$ cat config.mk
export PLATFORM = sky130hd
export DESIGN_NAME = pwm_multichan
export DESIGN_NICKNAME = d
export VERILOG_FILES = /design/src/rtl/pwm_pkg.sv /design/src/rtl/pwm_timebase.sv /design/src/rtl/pwm_multichan.sv
export SDC_FILE = /design/constraint.sdc
export NUM_CORES = 1
export LEC_CHECK = 0
export BUFFER_PORTS_ARGS = -buffer_cell sky130_fd_sc_hd__clkbuf_2
export CORE_ASPECT_RATIO = 0.6
export CORE_MARGIN = 2
export CORE_UTILIZATION = 66
export CTS_CLUSTER_SIZE = 30
export DETAILED_ROUTE_END_ITERATION = 7
export PLACE_DENSITY = 0.85
export SLEW_MARGIN = 20
export SYNTH_ARGS = -nofsm -noshare
export SYNTH_HDL_FRONTEND = slang
export SYNTH_SLANG_ARGS = --single-unit
$ cat constraint.sdc
create_clock -name clk -period 7.15 [get_ports clk]
set_clock_uncertainty 0.15 [all_clocks]
set_input_delay 1.43 -clock clk [delete_from_list [all_inputs] [get_ports clk]]
set_output_delay 1.43 -clock clk [all_outputs]
set_load 0.02 [all_outputs]
$ cat src/rtl/pwm_pkg.sv
// pwm_pkg: shared widths and helper functions for the multichannel PWM block.
//   cnt_max(w)  : top count of a w-bit PWM counter (2^w - 2), so w'all-ones is 100 % duty.
//   ch_idx_w(n) : width of a channel index for n channels (never less than 1 bit).
//   duty_t      : duty word at the default 8-bit width; parameterised modules use logic [DUTY_W-1:0].
package pwm_pkg;

  localparam int DUTY_W_DEF = 8;

  typedef logic [DUTY_W_DEF-1:0] duty_t;

  // The counter stops one short of all-ones so that a duty of all-ones
  // compares greater than every counter value and the output never drops.
  function automatic int cnt_max(input int duty_w);
    return (1 << duty_w) - 2;
  endfunction

  function automatic int ch_idx_w(input int num_ch);
    return (num_ch > 1) ? $clog2(num_ch) : 1;
  endfunction

endpackage

$ cat src/rtl/pwm_timebase.sv
// pwm_timebase: prescaler plus PWM period counter shared by all channels.
// Latency: cnt_o is registered; boundary_o is combinational in the wrap cycle; period_start_o is one clk later.
// Backpressure: none; free-running while enable_i is high, held at zero while it is low.
//
// Ports:
//   clk_i, rst_ni   : clock, asynchronous active-low reset
//   enable_i        : run; low holds prescaler/counter at 0 and suppresses pulses
//   prescale_i      : tick every (prescale_i + 1) clocks
//   cnt_o           : current PWM counter value
//   boundary_o      : high in the cycle whose tick wraps the counter back to 0
//   period_start_o  : one-clk pulse in the first cycle the wrapped counter (0) is visible
//
// Build option: define PWM_CENTER_ALIGN_EN for an up/down (centre-aligned)
// counter with a direction flag; without it the counter is edge-aligned.
module pwm_timebase
  import pwm_pkg::*;
#(
  parameter int DUTY_W     = 8,
  parameter int PRESCALE_W = 16
) (
  input  logic                  clk_i,
  input  logic                  rst_ni,
  input  logic                  enable_i,
  input  logic [PRESCALE_W-1:0] prescale_i,
  output logic [DUTY_W-1:0]     cnt_o,
  output logic                  boundary_o,
  output logic                  period_start_o
);

  localparam logic [DUTY_W-1:0] CNT_MAX = DUTY_W'(cnt_max(DUTY_W));

  logic [PRESCALE_W-1:0] pcnt_q, pcnt_d;
  logic [DUTY_W-1:0]     cnt_q, cnt_d;
  logic                  period_start_q;
  logic                  tick;
  logic                  boundary;
`ifdef PWM_CENTER_ALIGN_EN
  logic                  dir_down_q, dir_down_d;
`endif

  // Prescaler. The >= compare lets a reduced prescale value take effect on
  // the very next clock instead of waiting for the counter to run past it.
  always_comb begin
    tick   = enable_i && (pcnt_q >= prescale_i);
    pcnt_d = '0;
    if (enable_i && !tick) begin
      pcnt_d = pcnt_q + PRESCALE_W'(1);
    end
  end

`ifdef PWM_CENTER_ALIGN_EN
  // Up/down counter: 0 .. MAX .. 1, 0 .. The period boundary is the tick that
  // brings the down-count from 1 to 0, so pulses straddle the boundary.
  always_comb begin
    cnt_d      = cnt_q;
    dir_down_d = dir_down_q;
    boundary   = 1'b0;
    if (!enable_i) begin
      cnt_d      = '0;
      dir_down_d = 1'b0;
    end else if (tick) begin
      if (!dir_down_q) begin
        if (cnt_q == CNT_MAX) begin
          cnt_d      = cnt_q - DUTY_W'(1);
          dir_down_d = 1'b1;
        end else begin
          cnt_d = cnt_q + DUTY_W'(1);
        end
      end else begin
        cnt_d = cnt_q - DUTY_W'(1);
        if (cnt_q == DUTY_W'(1)) begin
          dir_down_d = 1'b0;
          boundary   = 1'b1;
        end
      end
    end
  end
`else
  // Edge-aligned counter: 0 .. MAX, then wrap to 0 on the boundary tick.
  always_comb begin
    cnt_d    = cnt_q;
    boundary = 1'b0;
    if (!enable_i) begin
      cnt_d = '0;
    end else if (tick) begin
      if (cnt_q == CNT_MAX) begin
        cnt_d    = '0;
        boundary = 1'b1;
      end else begin
        cnt_d = cnt_q + DUTY_W'(1);
      end
    end
  end
`endif

  always_ff @(posedge clk_i or negedge rst_ni) begin
    if (!rst_ni) begin
      pcnt_q         <= '0;
      cnt_q          <= '0;
      period_start_q <= 1'b0;
`ifdef PWM_CENTER_ALIGN_EN
      dir_down_q     <= 1'b0;
`endif
    end else begin
      pcnt_q         <= pcnt_d;
      cnt_q          <= cnt_d;
      // boundary can only be set by a tick, which already implies enable_i.
      period_start_q <= boundary;
`ifdef PWM_CENTER_ALIGN_EN
      dir_down_q     <= dir_down_d;
`endif
    end
  end

  assign cnt_o          = cnt_q;
  assign boundary_o     = boundary;
  assign period_start_o = period_start_q;

endmodule

$ cat src/rtl/pwm_multichan.sv
// pwm_multichan: N-channel PWM generator with double-buffered duty registers.
// Latency: pwm_out is registered, one clk after the counter value it reflects; duty writes land in the shadow next clk.
// Backpressure: none; the write port accepts a write every clock, writes to a non-existent channel are dropped.
//
// Ports:
//   clk, resetn    : clock, asynchronous active-low reset
//   enable         : global run; low blanks all outputs and stops the time base
//   prescale       : PWM tick = clk / (prescale + 1)
//   duty_wr_en     : single-cycle shadow duty write strobe
//   duty_wr_ch     : channel index for the write
//   duty_wr_data   : new duty value
//   period_start   : one-clk pulse at every period boundary
//   pwm_out        : PWM outputs, bit i is channel i
//
// Build option: PWM_CENTER_ALIGN_EN selects the centre-aligned time base.
module pwm_multichan
  import pwm_pkg::*;
#(
  parameter  int NUM_CH     = 6,
  parameter  int DUTY_W     = 8,
  parameter  int PRESCALE_W = 16,
  localparam int CH_IDX_W   = ch_idx_w(NUM_CH)
) (
  input  logic                  clk,
  input  logic                  resetn,
  input  logic                  enable,
  input  logic [PRESCALE_W-1:0] prescale,
  input  logic                  duty_wr_en,
  input  logic [CH_IDX_W-1:0]   duty_wr_ch,
  input  logic [DUTY_W-1:0]     duty_wr_data,
  output logic                  period_start,
  output logic [NUM_CH-1:0]     pwm_out
);

  logic [DUTY_W-1:0] shadow_q [NUM_CH];
  logic [DUTY_W-1:0] shadow_d [NUM_CH];
  logic [DUTY_W-1:0] active_q [NUM_CH];
  logic [DUTY_W-1:0] active_d [NUM_CH];
  logic [NUM_CH-1:0] pwm_q, pwm_d;
  logic [DUTY_W-1:0] cnt;
  logic              boundary;

  pwm_timebase #(
    .DUTY_W     (DUTY_W),
    .PRESCALE_W (PRESCALE_W)
  ) u_timebase (
    .clk_i          (clk),
    .rst_ni         (resetn),
    .enable_i       (enable),
    .prescale_i     (prescale),
    .cnt_o          (cnt),
    .boundary_o     (boundary),
    .period_start_o (period_start)
  );

  // Active duty loads from the post-write shadow value, so a write landing
  // in the boundary cycle goes straight into the new period. While disabled
  // the active copy follows the shadow so a restart uses the latest duties.
  // Matching the index per channel makes out-of-range indices a no-op.
  always_comb begin
    for (int i = 0; i < NUM_CH; i++) begin
      shadow_d[i] = shadow_q[i];
      if (duty_wr_en && (duty_wr_ch == CH_IDX_W'(i))) begin
        shadow_d[i] = duty_wr_data;
      end
      active_d[i] = (!enable || boundary) ? shadow_d[i] : active_q[i];
      pwm_d[i]    = enable && (cnt < active_q[i]);
    end
  end

  always_ff @(posedge clk or negedge resetn) begin
    if (!resetn) begin
      for (int i = 0; i < NUM_CH; i++) begin
        shadow_q[i] <= '0;
        active_q[i] <= '0;
      end
      pwm_q <= '0;
    end else begin
      for (int i = 0; i < NUM_CH; i++) begin
        shadow_q[i] <= shadow_d[i];
        active_q[i] <= active_d[i];
      end
      pwm_q <= pwm_d;
    end
  end

  assign pwm_out = pwm_q;

endmodule

==> results of run 1 <==
[power breakdown]
part	switching (W)	total, W	internal, W
Sequential	0.0000651	0.000925	0.000860
Combinational	0.000166	0.000356	0.000190
Clock	0.000294	0.000849	0.000555
Total	0.000525	0.00213	0.00161
[registers in the layout, indices dropped and copies added, names as in the netlist]
| register | cells |
|---|---|
| u_timebase.pcnt_q | 16 |
| active_q | 48 |
| pwm_out | 6 |
| u_timebase.cnt_o | 8 |
| u_timebase.period_start_o | 1 |
| shadow_q | 48 |
[area by class of cell]
type                       count  area (um2)  area share (%)
sequential                   127        3180            43.0
multi-input combinational    332        3020            40.8
clock buffer                  25         505            6.83
inverter                      63         236            3.20
timing repair buffer          39         206            2.79
tap                          135         169            2.28
clock inverter                 6        80.1            1.08
[through the flow]
stage               utilization (%)  total power [W]  worst slack, ns  hold slack [ns]  instances
finish                         76.0          0.00213             3.19            0.340        727
global route                   76.0          0.00223             3.11            0.355        727
CTS                            75.9          0.00214             3.22            0.341        727
detailed placement             69.9          0.00128             2.85            0.330        696
global placement               69.9          0.00126             2.97            0.324        696
floorplan                         -          0.00118             3.74            0.317        536
[worst max-delay path by stage]
| stage | from | endpoint | slack [ns] | cells past startpoint |
|---|---|---|---|---|
| floorplan | prescale[7] | active_q[25] | 3.74 | 10 |
| global placement | prescale[7] | active_q[11] | 2.97 | 10 |
| detailed placement | prescale[7] | active_q[2] | 2.85 | 10 |
| CTS | prescale[6] | active_q[5] | 3.22 | 10 |
| global route | prescale[6] | active_q[24] | 3.11 | 10 |
| finish | prescale[6] | active_q[2] | 3.19 | 10 |
[logic make-up after synthesis]
family / Yosys count / synth area share [%]
and+or+nand+nor: 95 / 7.71
adders and majority gates: 61 / 11.7
buffers and inverters: 77 / 5.20
DFF: 127 / 48.6
AOI/OAI and AO/OA: 64 / 6.96
muxes: 98 / 18.0
xor gates and xnor gates: 14 / 1.87
[per-layer routing]
layer  wire length [um]  GRT usage, %
met2               6410          44.4
met4                142          8.71
met3                831          6.37
met5                  0             0
met1               6440          37.9
[critical path, cell delays in order]
cell and delay (ns):
clkbuf_2 0.08, inv_1 0.05, ha_1 0.29, nand2_1 0.08, nor3_2 0.21, a21oi_2 0.10
o31ai_4 0.61, a21o_2 0.22, buf_4 0.59, mux2_2 0.41
[layout by cell type (no fill, tap or decap), types with 4 or more instances in the layout]
cell type / count
dfrtp_1: 127
mux2_2: 76
inv_1: 63
ha_1: 61
clkbuf_2: 36
nor2_1: 28
mux2_4: 20
o21ai_0: 19
nand2_1: 17
clkbuf_16: 17
a21o_1: 12
nand3_1: 10
xor2_1: 10
a21oi_1: 7
and3_1: 6
nand2b_1: 6
a211oi_1: 6
nor4_1: 6
or4_1: 6
o311ai_0: 6
clkbuf_8: 5
xnor2_1: 4
clkinv_2: 4
==> results.py, run 1 <==
metrics = {
    "clock_network": {
        "cts_buffers": 17,
        "cts_max_level": 4,
        "clk_pin_slew_ns": 0.05,
        "cts.repair.resized": 0,
        "clock_latency_ns": 0.41,
        "clock-sinks": 127,
        "cts.hold.buffers_added": 0,
        "cts_root_buf": "clkbuf_16",
        "cts.path.max_buffers": 2,
        "cts_setup_buffers": 0,
        "cts_tree": "built",
    },
    "critical_path": {
        "r2r-start": "u_timebase.pcnt_q[6]",
        "cp_max_fo": 48,
        "reg2reg_depth": 8,
        "r2r_setup_slack_ns": 3.87,
        "critPathLaunchType": "input pin",
        "worstSetupPathType": "in2reg",
        "end_kind": "flop",
        "critPathRequiredTime_ns": 7.29,
        "worstPathArrival_ns": 4.11,
        "r2r-end": "active_q[2]",
    },
    "min_path": {
        "holdPathStages": 1,
        "min_to": "shadow_q[23]",
        "holdCritStartpoint": "shadow_q[23]",
        "hp-class": "reg2reg",
    },
    "placed_design": {
        "postPlaceCellArea_um2": 6810,
        "hpwl_mm": 9.24,
        "io_buffers": 37,
        "place_congestion": 0.795,
    },
    "die": {
        "dieArea_um2": 10700,
        "fp.dieW_um": 133,
        "initial_core_util_pct": 67.2,
        "core_um2": 9740,
        "die_h_um": 81.1,
        "num_rows": 28,
        "io_pins": 38,
    },
    "global_routing": {
        "grt.total_usage_pct": 27.6,
        "grt_pass1_vias": 4317,
        "grt.overflow.total": 0,
        "grt_first_pass_wirelength_mm": 22.2,
        "grt_max_degree": 88,
        "antenna_found_initial": 0,
    },
    "logic_synthesis": {
        "syn_area_um2": 6540,
        "synth_area_leaders": "dfrtp_1 (49%), mux2_2 (13%), ha_1 (12%)",
        "async_flop_share_pct": 100,
        "synthTopCellsByCount": "dfrtp_1 (127), mux2_2 (76), inv_1 (63), ha_1 (61), nor2_1 (28)",
        "synth_top_area_share_pct": 48.6,
        "synth_cell_type_count": 46,
        "ys_seq_area_share_pct": 48.6,
        "syn_nets": 628,
        "synth_flop_cell": "dfrtp_1",
        "syn_inst": 536,
        "ys_ff_latch": 127,
        "post-synth-top-count-cell": "dfrtp_1",
        "avgSynthCellArea_um2": 12.2,
        "synth_top_cell_by_area": "dfrtp_1",
        "synth_enable_flop_cells": 0,
        "synth_warnings": 0,
    },
    "pwr": {
        "power.leakage_nw": 3.73,
        "peakVddDrop_mv": 0.232,
        "pwr_density_cell_nw_per_um2": 288,
    },
    "timing": {
        "relSlewSlack_pct": 36.6,
        "fmax_ghz": 0.252,
        "finalHoldViolations": 0,
        "tns_ns": 0,
        "maxSlewViolCount": 0,
        "final.min_clock_period_ns": 3.96,
        "rsz0062_at_grt": "no",
        "fin_crit_sh_pct": 55.4,
        "setup_viol": 0,
        "tightest_slew_ns": 0.947,
    },
    "route": {
        "detail-route-antenna-nets": 0,
        "route.detailed.wl_per_inst_um": 19.0,
        "first_pass_iters": 5,
        "vias_per_cell": 5.90,
        "drtIter0Drc": 235,
        "num_vias": 4287,
        "wl_mm": 13.8,
        "drc": 0,
    },
    "layout": {
        "n_antenna_cell": 0,
        "fillers": 614,
        "nets": 672,
        "drive_above_1_share_pct": 29.6,
        "area_delta_synth_final_pct": 13.1,
        "stdcell_area_um2": 7400,
    },
    "flow_run": {
        "cap_violations": 0,
    },
    "status": {
        "outcome": "completed",
    },
}
Note: power is estimated with default switching activity, not from simulation.
==> run 2: changes to the inputs <==
--- a/config.mk
+++ b/config.mk
@@ -8,10 +8,10 @@
 export BUFFER_PORTS_ARGS = -buffer_cell sky130_fd_sc_hd__clkbuf_2
 export CORE_ASPECT_RATIO = 0.6
 export CORE_MARGIN = 2
-export CORE_UTILIZATION = 66
+export CORE_UTILIZATION = 61
 export CTS_CLUSTER_SIZE = 30
 export DETAILED_ROUTE_END_ITERATION = 7
-export PLACE_DENSITY = 0.85
+export PLACE_DENSITY = 0.8
 export SLEW_MARGIN = 20
 export SYNTH_ARGS = -nofsm -noshare
 export SYNTH_HDL_FRONTEND = slang
==> constraint.sdc (replaced) <==
create_clock -name clk -period 3.8 [get_ports clk]
set_clock_uncertainty 0.15 [all_clocks]
set_input_delay 0.76 -clock clk [delete_from_list [all_inputs] [get_ports clk]]
set_output_delay 0.76 -clock clk [all_outputs]
set_load 0.02 [all_outputs]
==> results.py, run 2 (same netlist as run 1, synthesis figures left out) <==
metrics = {
    "status": {
        "outcome": "completed",
    },
    "layout": {
        "reg_top3": "active_q: 48 flops, shadow_q: 48 flops, u_timebase.pcnt_q: 16 flops",
        "drive_above_1_share_pct": 30.5,
        "layout_commonest_cell": "dfrtp_1",
        "nets": 675,
        "fillers": 710,
        "multiInputGateArea_um2": 3020,
        "ff_latch_area_um2": 3180,
        "area_delta_synth_final_pct": 14.0,
        "n_antenna_cell": 0,
        "final_cell_mix": "dfrtp_1 (127), mux2_2 (76), inv_1 (63), ha_1 (61), clkbuf_2 (36)",
    },
    "pwr": {
        "switching_share_pct": 25.8,
        "combPwrFrac_pct": 16.7,
        "switchingPower_w": 0.00105,
        "p_clk_share_pct": 40.7,
        "power.leakage_nw": 3.75,
        "peakVddDrop_mv": 0.382,
        "pwr_density_cell_nw_per_um2": 546,
        "sequentialPowerShare_pct": 42.6,
        "internal_power_w": 0.00302,
    },
    "critical_path": {
        "max_stage_delay_ns": 0.45,
        "end_kind": "flop",
        "worstPathArrival_ns": 2.68,
        "cp_cell_sequence": "inv_1 -> ha_1 -> nor2b_1 -> o21ai_1 -> a21oi_2 -> o31ai_4 -> a21o_2 -> buf_12 -> mux2_2",
        "critPathRequiredTime_ns": 3.95,
        "critPathLaunchType": "flop",
        "worst_path_max_delay_cell": "dfrtp_1",
        "worstSetupPathType": "reg2reg",
        "cp_max_fo": 48,
    },
    "die": {
        "num_rows": 29,
        "core_um2": 10500,
        "io_pins": 38,
        "dieArea_um2": 11600,
        "initial_core_util_pct": 62.4,
        "die_h_um": 84.2,
        "fp.dieW_um": 138,
    },
    "global_routing": {
        "grt.total_usage_pct": 26.6,
        "grt_first_pass_wirelength_mm": 23.1,
        "grt_pass1_vias": 4467,
        "grt.overflow.total": 0,
        "grt_max_degree": 51,
        "antenna_found_initial": 0,
    },
    "clock_network": {
        "cts_tree": "built",
        "cts_root_buf": "clkbuf_16",
        "cts.repair.resized": 0,
        "cts_max_level": 4,
        "cts_setup_buffers": 0,
        "cts.path.max_buffers": 2,
        "cts.hold.buffers_added": 0,
        "clk_pin_slew_ns": 0.06,
        "clock-sinks": 127,
        "cts_buffers": 17,
        "clock_latency_ns": 0.41,
    },
    "timing": {
        "setup_viol": 0,
        "finalHoldViolations": 0,
        "tns_ns": 0,
        "setup_ws_ns": 1.27,
        "fin_crit_sh_pct": 66.7,
        "relSlewSlack_pct": 39.7,
        "fmax_ghz": 0.395,
        "rsz0062_at_grt": "no",
        "final.min_clock_period_ns": 2.53,
        "maxSlewViolCount": 0,
        "tightest_slew_ns": 0.901,
    },
    "route": {
        "num_vias": 4271,
        "detail-route-antenna-nets": 0,
        "drtIter0Drc": 293,
        "wl_mm": 13.9,
        "route.detailed.wl_per_inst_um": 18.9,
        "vias_per_cell": 5.81,
        "first_pass_iters": 5,
        "drc": 0,
    },
    "min_path": {
        "hp-class": "in2async",
    },
    "placed_design": {
        "io_buffers": 37,
        "hpwl_mm": 9.27,
        "pre_cts_ws_ns": 0.872,
        "place_congestion": 0.844,
    },
    "flow_run": {
        "cap_violations": 0,
    },
}
[run 2: cell types whose count changed in the layout (fill, tap and decap cells not counted), sizes merged]
cell	before	now
buf	3	6
bufinv	2	3
clkinvlp	0	3
clkbuf	61	54
clkinv	4	8
[run 2: power by group through the flow]
stage / sequential [W] / combinational (W) / clock (W)
6_report: 0.00174 / 0.000680 / 0.00166
5_1_grt: 0.00176 / 0.000763 / 0.00175
4_1_cts: 0.00174 / 0.000684 / 0.00168
3_5_place_dp: 0.00175 / 0.000668 / 0
3_3_place_gp: 0.00174 / 0.000624 / 0
2_1_floorplan: 0.00173 / 0.000488 / 0
[run 2: layer usage]
| metal | GRT usage [%] | routed length [um] |
|---|---|---|
| met1 | 38.9 | 6650 |
| met5 | 0 | 0 |
| met4 | 11.5 | 219 |
| met2 | 39.3 | 6380 |
| met3 | 4.65 | 606 |
[run 2: layout make-up]
cell class	instances	share of cell area [%]
flip-flops and latches	127	42.6
multi-input cells	332	40.5
clock buffers	18	5.89
repair buffers	42	3.19
inverters	63	3.17
well taps	139	2.33
clock inverters	14	2.25
[run 2: critical path: cells and delay by family, from the launching register on]
kind,cells,cell delay (ns)
AOI/OAI and AO/OA,4,0.70
adders and majority gates,1,0.28
buffers and inverters,2,0.37
DFF,1,0.45
muxes,1,0.39
and+or+nand+nor,1,0.04
[run 2: worst paths after layout]
kind                       cells past startpoint                     to  slack, ns                  from
min reg2reg                                    1           shadow_q[10]       0.34          shadow_q[10]
min in group clk                               1           shadow_q[10]       0.34          shadow_q[10]
max reg2reg                                    9           active_q[39]       1.27  u_timebase.pcnt_q[0]
max in group asynchronous                      2  u_timebase.pcnt_q[13]       2.32                resetn
min                                            1           active_q[32]       0.22                resetn
max                                            9           active_q[39]       1.27  u_timebase.pcnt_q[0]
[run 2: through the flow]
stage	cell area, um2	cells	hold WS [ns]	utilization, %	total power (W)
detailed placement	6850	703	0.328	65.3	0.00242
floorplan	6540	536	0.314	-	0.00222
CTS	7450	735	0.232	71.1	0.00410
finish	7450	735	0.218	71.1	0.00407
global route	7450	735	0.262	71.1	0.00427
global placement	6850	703	0.323	65.3	0.00236
